### config.mk
export PLATFORM = sky130hd
export DESIGN_NAME = imm_gen_pipe
export DESIGN_NICKNAME = d
export VERILOG_FILES = /design/src/rtl/imm_gen_pipe_pkg.sv /design/src/rtl/imm_gen_pipe_imm_decode.sv /design/src/rtl/imm_gen_pipe.sv
export SDC_FILE = /design/constraint.sdc
export NUM_CORES = 1
export LEC_CHECK = 0
export BUFFER_PORTS_ARGS = -buffer_cell sky130_fd_sc_hd__buf_2
export CORE_MARGIN = 2
export CORE_UTILIZATION = 45
export CTS_CLUSTER_DIAMETER = 120
export CTS_CLUSTER_SIZE = 24
export DETAILED_ROUTE_END_ITERATION = 10
export GPL_ROUTABILITY_DRIVEN = 0
export PLACE_DENSITY = 0.66
export REMOVE_ABC_BUFFERS = 1
export SLEW_MARGIN = 20
export SYNTH_ARGS = -nofsm -noshare
export SYNTH_HDL_FRONTEND = slang
export SYNTH_SLANG_ARGS = --single-unit
### constraint.sdc
create_clock -name clk -period 2.2 [get_ports clk]
set_input_delay 0.44 -clock clk [delete_from_list [all_inputs] [get_ports clk]]
set_output_delay 0.44 -clock clk [all_outputs]
set_load 0.01 [all_outputs]
### src/rtl/imm_gen_pipe_pkg.sv
// Shared ISA constants, immediate format codes and pipe state encoding for imm_gen_pipe.
package imm_gen_pipe_pkg;

    localparam int unsigned INSTR_W = 32;
    localparam int unsigned FMT_W   = 3;

    localparam logic [6:0] OPCODE_LOAD   = 7'b0000011;
    localparam logic [6:0] OPCODE_OPIMM  = 7'b0010011;
    localparam logic [6:0] OPCODE_AUIPC  = 7'b0010111;
    localparam logic [6:0] OPCODE_STORE  = 7'b0100011;
    localparam logic [6:0] OPCODE_OP     = 7'b0110011;
    localparam logic [6:0] OPCODE_LUI    = 7'b0110111;
    localparam logic [6:0] OPCODE_BRANCH = 7'b1100011;
    localparam logic [6:0] OPCODE_JALR   = 7'b1100111;
    localparam logic [6:0] OPCODE_JAL    = 7'b1101111;
    localparam logic [6:0] OPCODE_SYSTEM = 7'b1110011;

    typedef enum logic [FMT_W-1:0] {
        IMM_FMT_I    = 3'd0,
        IMM_FMT_S    = 3'd1,
        IMM_FMT_B    = 3'd2,
        IMM_FMT_U    = 3'd3,
        IMM_FMT_J    = 3'd4,
        IMM_FMT_Z    = 3'd5,
        IMM_FMT_NONE = 3'd6,
        IMM_FMT_ILL  = 3'd7
    } imm_fmt_e;

    // Occupancy of the main/skid pair: skid is only ever used while main is full.
    typedef enum logic [1:0] {
        ST_EMPTY = 2'd0,
        ST_MAIN  = 2'd1,
        ST_FULL  = 2'd2
    } pipe_state_e;

endpackage

### src/rtl/imm_gen_pipe_imm_decode.sv
// Combinational RV32 immediate decoder: instruction -> (imm, fmt, illegal).
// IMM_GEN_ZICSR_EN enables the CSR zimm format for SYSTEM with funct3 != 0.
module imm_decode
    import imm_gen_pipe_pkg::*;
#(
    parameter int unsigned XLEN = 32
) (
    input  logic [INSTR_W-1:0] instr,
    output logic [XLEN-1:0]    imm,
    output logic [FMT_W-1:0]   fmt,
    output logic               illegal
);

    logic [31:0] imm32;
    imm_fmt_e    fmt_e;

    always_comb begin
        imm32   = '0;
        fmt_e   = IMM_FMT_ILL;
        illegal = 1'b1;
        if (instr[1:0] == 2'b11) begin
            illegal = 1'b0;
            case (instr[6:0])
                OPCODE_OPIMM, OPCODE_JALR, OPCODE_LOAD: begin
                    fmt_e = IMM_FMT_I;
                    imm32 = {{20{instr[31]}}, instr[31:20]};
                end
                OPCODE_STORE: begin
                    fmt_e = IMM_FMT_S;
                    imm32 = {{20{instr[31]}}, instr[31:25], instr[11:7]};
                end
                OPCODE_BRANCH: begin
                    fmt_e = IMM_FMT_B;
                    imm32 = {{19{instr[31]}}, instr[31], instr[7], instr[30:25], instr[11:8], 1'b0};
                end
                OPCODE_JAL: begin
                    fmt_e = IMM_FMT_J;
                    imm32 = {{11{instr[31]}}, instr[31], instr[19:12], instr[20], instr[30:21], 1'b0};
                end
                OPCODE_LUI, OPCODE_AUIPC: begin
                    fmt_e = IMM_FMT_U;
                    imm32 = {instr[31:12], 12'b0};
                end
                OPCODE_OP: begin
                    fmt_e = IMM_FMT_NONE;
                end
`ifdef IMM_GEN_ZICSR_EN
                OPCODE_SYSTEM: begin
                    if (instr[14:12] != 3'b000) begin
                        fmt_e = IMM_FMT_Z;
                        imm32 = {27'b0, instr[19:15]};
                    end else begin
                        fmt_e = IMM_FMT_I;
                        imm32 = {{20{instr[31]}}, instr[31:20]};
                    end
                end
`endif
                default: begin
                    fmt_e   = IMM_FMT_ILL;
                    illegal = 1'b1;
                end
            endcase
        end
    end

    // Zimm has bit 31 clear, so one sign-extending path covers every format.
    assign imm = XLEN'($signed(imm32));
    assign fmt = fmt_e;

endmodule

### src/rtl/imm_gen_pipe.sv
// Pipelined immediate generator with a 2-entry (main + skid) output buffer and flush.
// Build option IMM_GEN_ZICSR_EN (consumed by imm_decode) adds the CSR zimm format.
module imm_gen_pipe
    import imm_gen_pipe_pkg::*;
#(
    parameter int unsigned XLEN = 32
) (
    input  logic               clk,
    input  logic               rst,
    input  logic               flush,
    input  logic               in_valid,
    output logic               in_ready,
    input  logic [INSTR_W-1:0] in_instr,
    input  logic [XLEN-1:0]    in_pc,
    output logic               out_valid,
    input  logic               out_ready,
    output logic [XLEN-1:0]    out_imm,
    output logic [FMT_W-1:0]   out_fmt,
    output logic               out_illegal,
    output logic [INSTR_W-1:0] out_instr,
    output logic [XLEN-1:0]    out_pc
);

    pipe_state_e state, state_nxt;

    logic               in_fire;
    logic               load_main_in;
    logic               load_main_skid;
    logic               load_skid;

    logic [XLEN-1:0]    dec_imm;
    logic [FMT_W-1:0]   dec_fmt;
    logic               dec_illegal;

    logic [XLEN-1:0]    skid_imm;
    logic [FMT_W-1:0]   skid_fmt;
    logic               skid_illegal;
    logic [INSTR_W-1:0] skid_instr;
    logic [XLEN-1:0]    skid_pc;

    imm_decode #(.XLEN(XLEN)) u_decode (
        .instr   (in_instr),
        .imm     (dec_imm),
        .fmt     (dec_fmt),
        .illegal (dec_illegal)
    );

    assign in_fire = in_valid & in_ready;

    always_ff @(posedge clk) begin
        if (rst) begin
            state <= ST_EMPTY;
        end else begin
            state <= state_nxt;
        end
    end

    // Occupancy transitions and data-path load selects; flush beats any transfer.
    always_comb begin
        state_nxt      = state;
        load_main_in   = 1'b0;
        load_main_skid = 1'b0;
        load_skid      = 1'b0;
        if (flush) begin
            state_nxt = ST_EMPTY;
        end else begin
            case (state)
                ST_EMPTY: begin
                    if (in_fire) begin
                        load_main_in = 1'b1;
                        state_nxt    = ST_MAIN;
                    end
                end
                ST_MAIN: begin
                    if (out_ready) begin
                        if (in_fire) begin
                            load_main_in = 1'b1;
                        end else begin
                            state_nxt = ST_EMPTY;
                        end
                    end else if (in_fire) begin
                        load_skid = 1'b1;
                        state_nxt = ST_FULL;
                    end
                end
                ST_FULL: begin
                    if (out_ready) begin
                        load_main_skid = 1'b1;
                        state_nxt      = ST_MAIN;
                    end
                end
                default: begin
                    state_nxt = ST_EMPTY;
                end
            endcase
        end
    end

    // Handshake flags registered from the next occupancy.
    always_ff @(posedge clk) begin
        if (rst) begin
            out_valid <= 1'b0;
            in_ready  <= 1'b1;
        end else begin
            out_valid <= (state_nxt != ST_EMPTY);
            in_ready  <= (state_nxt != ST_FULL);
        end
    end

    always_ff @(posedge clk) begin
        if (rst) begin
            out_imm     <= '0;
            out_fmt     <= IMM_FMT_NONE;
            out_illegal <= 1'b0;
            out_instr   <= '0;
            out_pc      <= '0;
        end else if (load_main_in) begin
            out_imm     <= dec_imm;
            out_fmt     <= dec_fmt;
            out_illegal <= dec_illegal;
            out_instr   <= in_instr;
            out_pc      <= in_pc;
        end else if (load_main_skid) begin
            out_imm     <= skid_imm;
            out_fmt     <= skid_fmt;
            out_illegal <= skid_illegal;
            out_instr   <= skid_instr;
            out_pc      <= skid_pc;
        end
    end

    always_ff @(posedge clk) begin
        if (rst) begin
            skid_imm     <= '0;
            skid_fmt     <= IMM_FMT_NONE;
            skid_illegal <= 1'b0;
            skid_instr   <= '0;
            skid_pc      <= '0;
        end else if (load_skid) begin
            skid_imm     <= dec_imm;
            skid_fmt     <= dec_fmt;
            skid_illegal <= dec_illegal;
            skid_instr   <= in_instr;
            skid_pc      <= in_pc;
        end
    end

endmodule
Word level (Yosys, flattened, before mapping)
Index checks and enable logic that the tools add are counted.

word-level totals
  bits in registers = 204
  input bits = 69
  output and inout bits = 102
  logic and storage cells = 66

operators by class
  eq/ne operators = 13
  muxes and demuxes = 33
  bitwise gates (word level) = 1
  reduce and logical (&&, ||, !) cells = 6

operators with widths
  cell                                                              number
  32-bit 2-to-1 mux                                                 7
  32-bit one-hot mux with 5 select lines                            1
  7-bit by 6-bit == test with 1-bit output (second input constant)  3
  7-bit == test (second input constant)                             3
  3-bit one-hot mux with 6 select lines                             1
  7-bit by 5-bit == test with 1-bit output (second input constant)  2
  1-bit 2-to-1 mux                                                  13
  2-bit 2-to-1 mux                                                  6
  3-bit 2-to-1 mux                                                  3
  9-bit OR reduction                                                1
  7-bit by 2-bit == test with 1-bit output (second input constant)  1
  2-bit one-hot mux with 3 select lines                             1
  2-bit == test (second input constant)                             2
  2-bit nonzero test                                                2
  3-bit OR reduction                                                1
  2-bit by 1-bit == test with 1-bit output (second input constant)  1
  2-bit zero test                                                   1
  2-bit != test (second input constant)                             1
  1-bit one-hot mux with 2 select lines                             1
  2-bit OR reduction                                                1
  1-bit AND                                                         1

Longest topological paths before layout
  depth after elaboration = 6
  gate-level depth with buffers = 7
  mapped depth without buffers = 4

By module
From an unflattened synthesis, not the netlist that was laid out.

unflattened totals
  cells, all modules = 1099
  area total of the unflattened synthesis = 8805.9 um^2

modules (own cells, without submodules)
  module        times used  cells an instance  area an instance (um^2)  seq. area each (um^2)
  imm_gen_pipe  1           1014               8226.6                   4083.9
  imm_decode    1           85                 579.3                    0.0

Least setup slack after synthesis
No wires, ideal clock.

  kind = in2reg
  from = input port in_instr[5]
  to = register out_imm[31]
  setup time = 0.086 ns
  data arrival time = 1.573 ns
  required time = 2.114 ns
  setup slack = 0.541 ns
  stages on the path = 5
  buffers on the path = 1
  path through = buf_6 mux2_4 or3_1 a21o_1 a221oi_2

on the way
  cells in the longest elaborated chain, start to end = 5
  elaborated cells on any way between the ends = 13
  classes of those cells = eq/ne (8); mux (3); reduce/logical (2)

RTL lines
  what                                                                    RTL line                       text
  start, declared                                                         imm_gen_pipe.sv:13             input logic [INSTR_W-1:0] in_instr,
  7-bit by 5-bit == test with 1-bit output, or another cell as far along  imm_gen_pipe_imm_decode.sv:23  case (instr[6:0])
  3-bit OR reduction or 2-bit OR reduction (tied branches)                imm_gen_pipe_imm_decode.sv:23
  32-bit one-hot mux with 5 select lines (*)                              imm_gen_pipe_imm_decode.sv:23
  32-bit 2-to-1 mux (*)                                                   imm_gen_pipe_imm_decode.sv:21  if (instr[1:0] == 2'b11) begin
  32-bit 2-to-1 mux (*)                                                   imm_gen_pipe.sv:117            end else if (load_main_in) begin
  end signal, assigned                                                    imm_gen_pipe.sv:118            out_imm <= dec_imm;
  end signal, assigned                                                    imm_gen_pipe.sv:124            out_imm <= skid_imm;
  end, declared                                                           imm_gen_pipe.sv:17             output logic [XLEN-1:0] out_imm,

Every way passes the cells marked *; elsewhere a longest branch is shown, timed or not.
A chain may end at the register's enable or synchronous reset.

Final worst setup path
  from = register state[1]
  to = register out_imm[20]

on the way
  cells in the longest elaborated chain, start to end = 4
  elaborated cells on any way between the ends = 9
  classes of those cells = eq/ne (2); mux (5); reduce/logical (2)

RTL lines
  what                                                                       RTL line            text
  start, declared                                                            imm_gen_pipe.sv:24  pipe_state_e state, state_nxt;
  start signal, assigned                                                     imm_gen_pipe.sv:54  state <= state_nxt;
  2-bit by 1-bit == test with 1-bit output, or another cell as far along     imm_gen_pipe.sv:67  case (state)
  1-bit one-hot mux with 2 select lines or 1-bit 2-to-1 mux (tied branches)  imm_gen_pipe.sv:67
  1-bit 2-to-1 mux                                                           imm_gen_pipe.sv:64  if (flush) begin
  32-bit 2-to-1 mux or 2-bit nonzero test (tied branches)                    -

Several ways; a longest one is shown, not always the timed one.

==> results.py <==
metrics = {
    "setup_path": {
        "worst_r2r_endpoint": "out_imm[20]$_SDFFE_PP0P_",
        "timing.critical_path.arrival_ns": 2.34,
        "critPathLaunchType": "register",
        "r2r_setup_slack_ns": 0.19,
        "critical_path.max_fanout": 11,
        "worstSetupStartpoint": "state[1]$_SDFF_PP0_",
        "endpoint_kind": "register",
        "cpMaxStageDelayCell": "a21oi_2",
        "critPathTopFamily": "compound AO/OA/AOI/OAI gates",
        "critPathRequiredTime_ns": 2.53,
        "worstReg2RegStart": "state[1]$_SDFF_PP0_",
        "crit_path_cell_trace": "and4bb_1 > nand2_8 > a21oi_2 > a221oi_1",
        "timing.critical_path.to": "out_imm[20]$_SDFFE_PP0P_",
        "worstSetupPathDepth": 4,
        "crit_path_largest_cell_delay_ns": 0.64,
        "path_class": "register to register",
        "timing.critical_path.buf_inv": 0,
        "worst_r2r_path_depth": 4,
    },
    "final_layout": {
        "multi_input_area_um2": 4030,
        "num-fill-cells": 1760,
        "final_net_count": 1224,
        "post_layout_nonfiller_instances": 1389,
        "syn2layout_area_growth_pct": 17.3,
        "n_antenna_cell": 0,
        "drive_gt1_frac": 0.225,
        "regArea_um2": 4080,
    },
    "grt": {
        "grt_start_max_net_pins": 72,
        "first_global_vias": 7065,
        "grt_usage": 0.214,
        "grt_first_pass_wirelength_um": 36000,
        "grt_antenna_before_repair": 0,
        "globalRoute.totalOverflow": 0,
    },
    "synthesis": {
        "post-synth-top-area-cell": "dfxtp_1",
        "edff_count_synth": 0,
        "yosysWarnings": 0,
        "proportion_of_register_bits_with_asynchronous_set_or_reset_after_synthesis": 0,
        "netlist-cell-type-count": 63,
        "synth-seq-cells": 204,
        "post-synth-top-area-fraction": 0.476,
        "post_synth_main_area_contributors": "dfxtp_1 48%, nand2_1 14%, a311oi_1 6.8%, a21oi_1 5.2%, nor2_1 4.2%",
        "sequential_cell_area_fraction_in_the_yosys_report": 0.476,
        "yosys.cell_count.top_type": "nand2_1",
        "synth_cells": 1024,
        "yosys_most_used_dff": "dfxtp_1",
        "syn_avg_cell_area_um2": 8.38,
        "post_synth_most_frequent_cells": "315 x nand2_1, 204 x dfxtp_1, 95 x nor2_1, 89 x a21oi_1, 67 x a311oi_1",
        "post_synth_instance_area_um2": 8580,
    },
    "timing": {
        "tightestPinTransition_ns": 0.846,
        "postLayoutSetupSlackWorst_ns": 0.191,
        "maximum_clock_skew_at_final_layout_ns": 0.0228,
        "setup_tns_ns": 0,
        "final-max-slew-violation-count": 0,
        "rsz0062_at_grt": "no",
        "period_needed_ns": 2.01,
        "timing.final.setup_violations": 0,
        "finalCritPeriodShare": 0.913,
        "max_slew_margin": 0.436,
        "fmax_mhz": 498,
        "final_hold_viol_count": 0,
    },
    "placement": {
        "placedCellCount": 1375,
        "port-buffer-count": 170,
        "placement.setup.worst_slack_ns": 0.0266,
        "detailedPlacementHpwl_um": 14800,
    },
    "floorplan": {
        "io-pin-count": 171,
        "dieHeight_um": 142,
        "start_util": 0.459,
        "rows": 50,
        "die_x_um": 142,
        "design.core.area_um2": 18700,
        "area_of_the_die_um2": 20200,
    },
    "drt": {
        "post_drt_via_cell_ratio": 5.50,
        "routed-via-count": 7639,
        "first_pass_iters": 5,
        "drt-wirelength-per-cell_um": 16.0,
        "final_antenna_net_count": 0,
        "drc_errors": 0,
        "drt_iter0_markers": 495,
        "routed_wirelength_um": 22200,
    },
    "outcome": {
        "outcome": "finished, final reports clean",
    },
    "clock_network": {
        "clock_tree_from_tritoncts": "built",
        "post_cts_resized": 0,
        "clk_pin_slew_ns": 0.10,
        "clk_latency_ns": 0.48,
        "cts.repair_timing.setup_buffer_count": 0,
        "clkSinkCount": 204,
        "cts_hold_repair.buffers": 0,
        "ctsLongestPathBuffers": 3,
        "cts_made_buffers": 12,
        "cts_root_buf": "clkbuf_16",
        "htree_num_levels": 1,
    },
    "job": {
        "max_cap_viol_count": 0,
    },
    "power_and_ir_drop": {
        "worst_ir_drop_vdd_uv": 589,
        "p_per_area_nw_per_um2": 690,
        "leakage_nw": 3.83,
    },
    "hold_path": {
        "hp-class": "input pin to register",
    },
}
## cell families (layout without fill, tap and decap cells)
logic type,after synthesis,count (layout),synth area share
simple gates,477,477,0.233
compound gates,230,230,0.207
flops,204,204,0.476
buf+inv,93,224,0.0591
mux,20,20,0.0248
## placed cells by master, fill, tap and decap left out, types with 4 or more instances in the layout
master / n
a22o_1: 8
clkbuf_16: 13
a221oi_1: 5
a31o_2: 4
a311oi_1: 67
a211oi_1: 16
nand3_1: 24
a22oi_1: 4
dfxtp_1: 204
nand2_1: 315
mux2_2: 6
nor3_1: 4
nand2b_1: 4
a21oi_1: 89
nor4_1: 5
nor2_1: 95
buf_12: 13
mux2i_1: 13
buf_2: 169
buf_4: 25
a221o_1: 8
a221oi_2: 10
## where the power goes
group | leakage [nW] | internal (W) | switching, W
combinational | 2.00 | 0.000299 | 0.000452
sequential | 1.66 | 0.00382 | 0.0000680
clock | 0.167 | 0.00107 | 0.00123
## layout make-up
cell class / count / share of cell area
Tap cell: 234 / 0.0291
Sequential cell: 204 / 0.406
Clock buffer: 13 / 0.0323
Multi-Input combinational cell: 727 / 0.401
Timing Repair Buffer: 208 / 0.130
Clock inverter: 1 / 0.00162
Inverter: 2 / 0.000746
## sequential cells by signal, summed over array words and instances (netlist names)
register,count
out_instr,32
skid_pc,32
skid_imm,32
skid_fmt,3
out_imm,32
out_illegal,1
out_fmt,3
out_valid,1
skid_illegal,1
in_ready,1
state,2
out_pc,32
skid_instr,32
## worst reg2reg max path: stages (launching register included)
cell and delay (ns):
dfxtp_1 0.39, and4bb_1 0.53, nand2_8 0.10, a21oi_2 0.64, a221oi_1 0.21
## stage by stage
step,util,total power (W),area [um^2],hold slack [ns]
after floorplan,-,0.00432,8080,0.422
after global placement,0.520,0.00472,9720,0.441
after detailed placement,0.520,0.00473,9720,0.443
after CTS,0.538,0.00701,10100,0.196
after global routing,0.538,0.00722,10100,0.200
final,0.538,0.00694,10100,0.208
## worst min-delay path by stage
| stage | from | to | cells after the start |
|---|---|---|---|
| after floorplan | skid_imm[10]$_SDFFE_PP0P_ | skid_imm[10]$_SDFFE_PP0P_ | 2 |
| after global placement | skid_imm[5]$_SDFFE_PP0P_ | skid_imm[5]$_SDFFE_PP0P_ | 2 |
| final | in_pc[5] | skid_pc[5]$_SDFFE_PP0P_ | 3 |
| after CTS | in_pc[5] | skid_pc[5]$_SDFFE_PP0P_ | 3 |
| after detailed placement | skid_imm[5]$_SDFFE_PP0P_ | skid_imm[5]$_SDFFE_PP0P_ | 2 |
| after global routing | in_pc[5] | skid_pc[5]$_SDFFE_PP0P_ | 3 |
## per-layer routing
layer	track usage	vias up	wire, um
met5	0	-	0
met4	0.0437	0	314
met3	0.0394	18	1390
met2	0.347	196	9970
met1	0.301	3610	10600
li1	-	3815	-
Power figures use the tool's default switching activity.
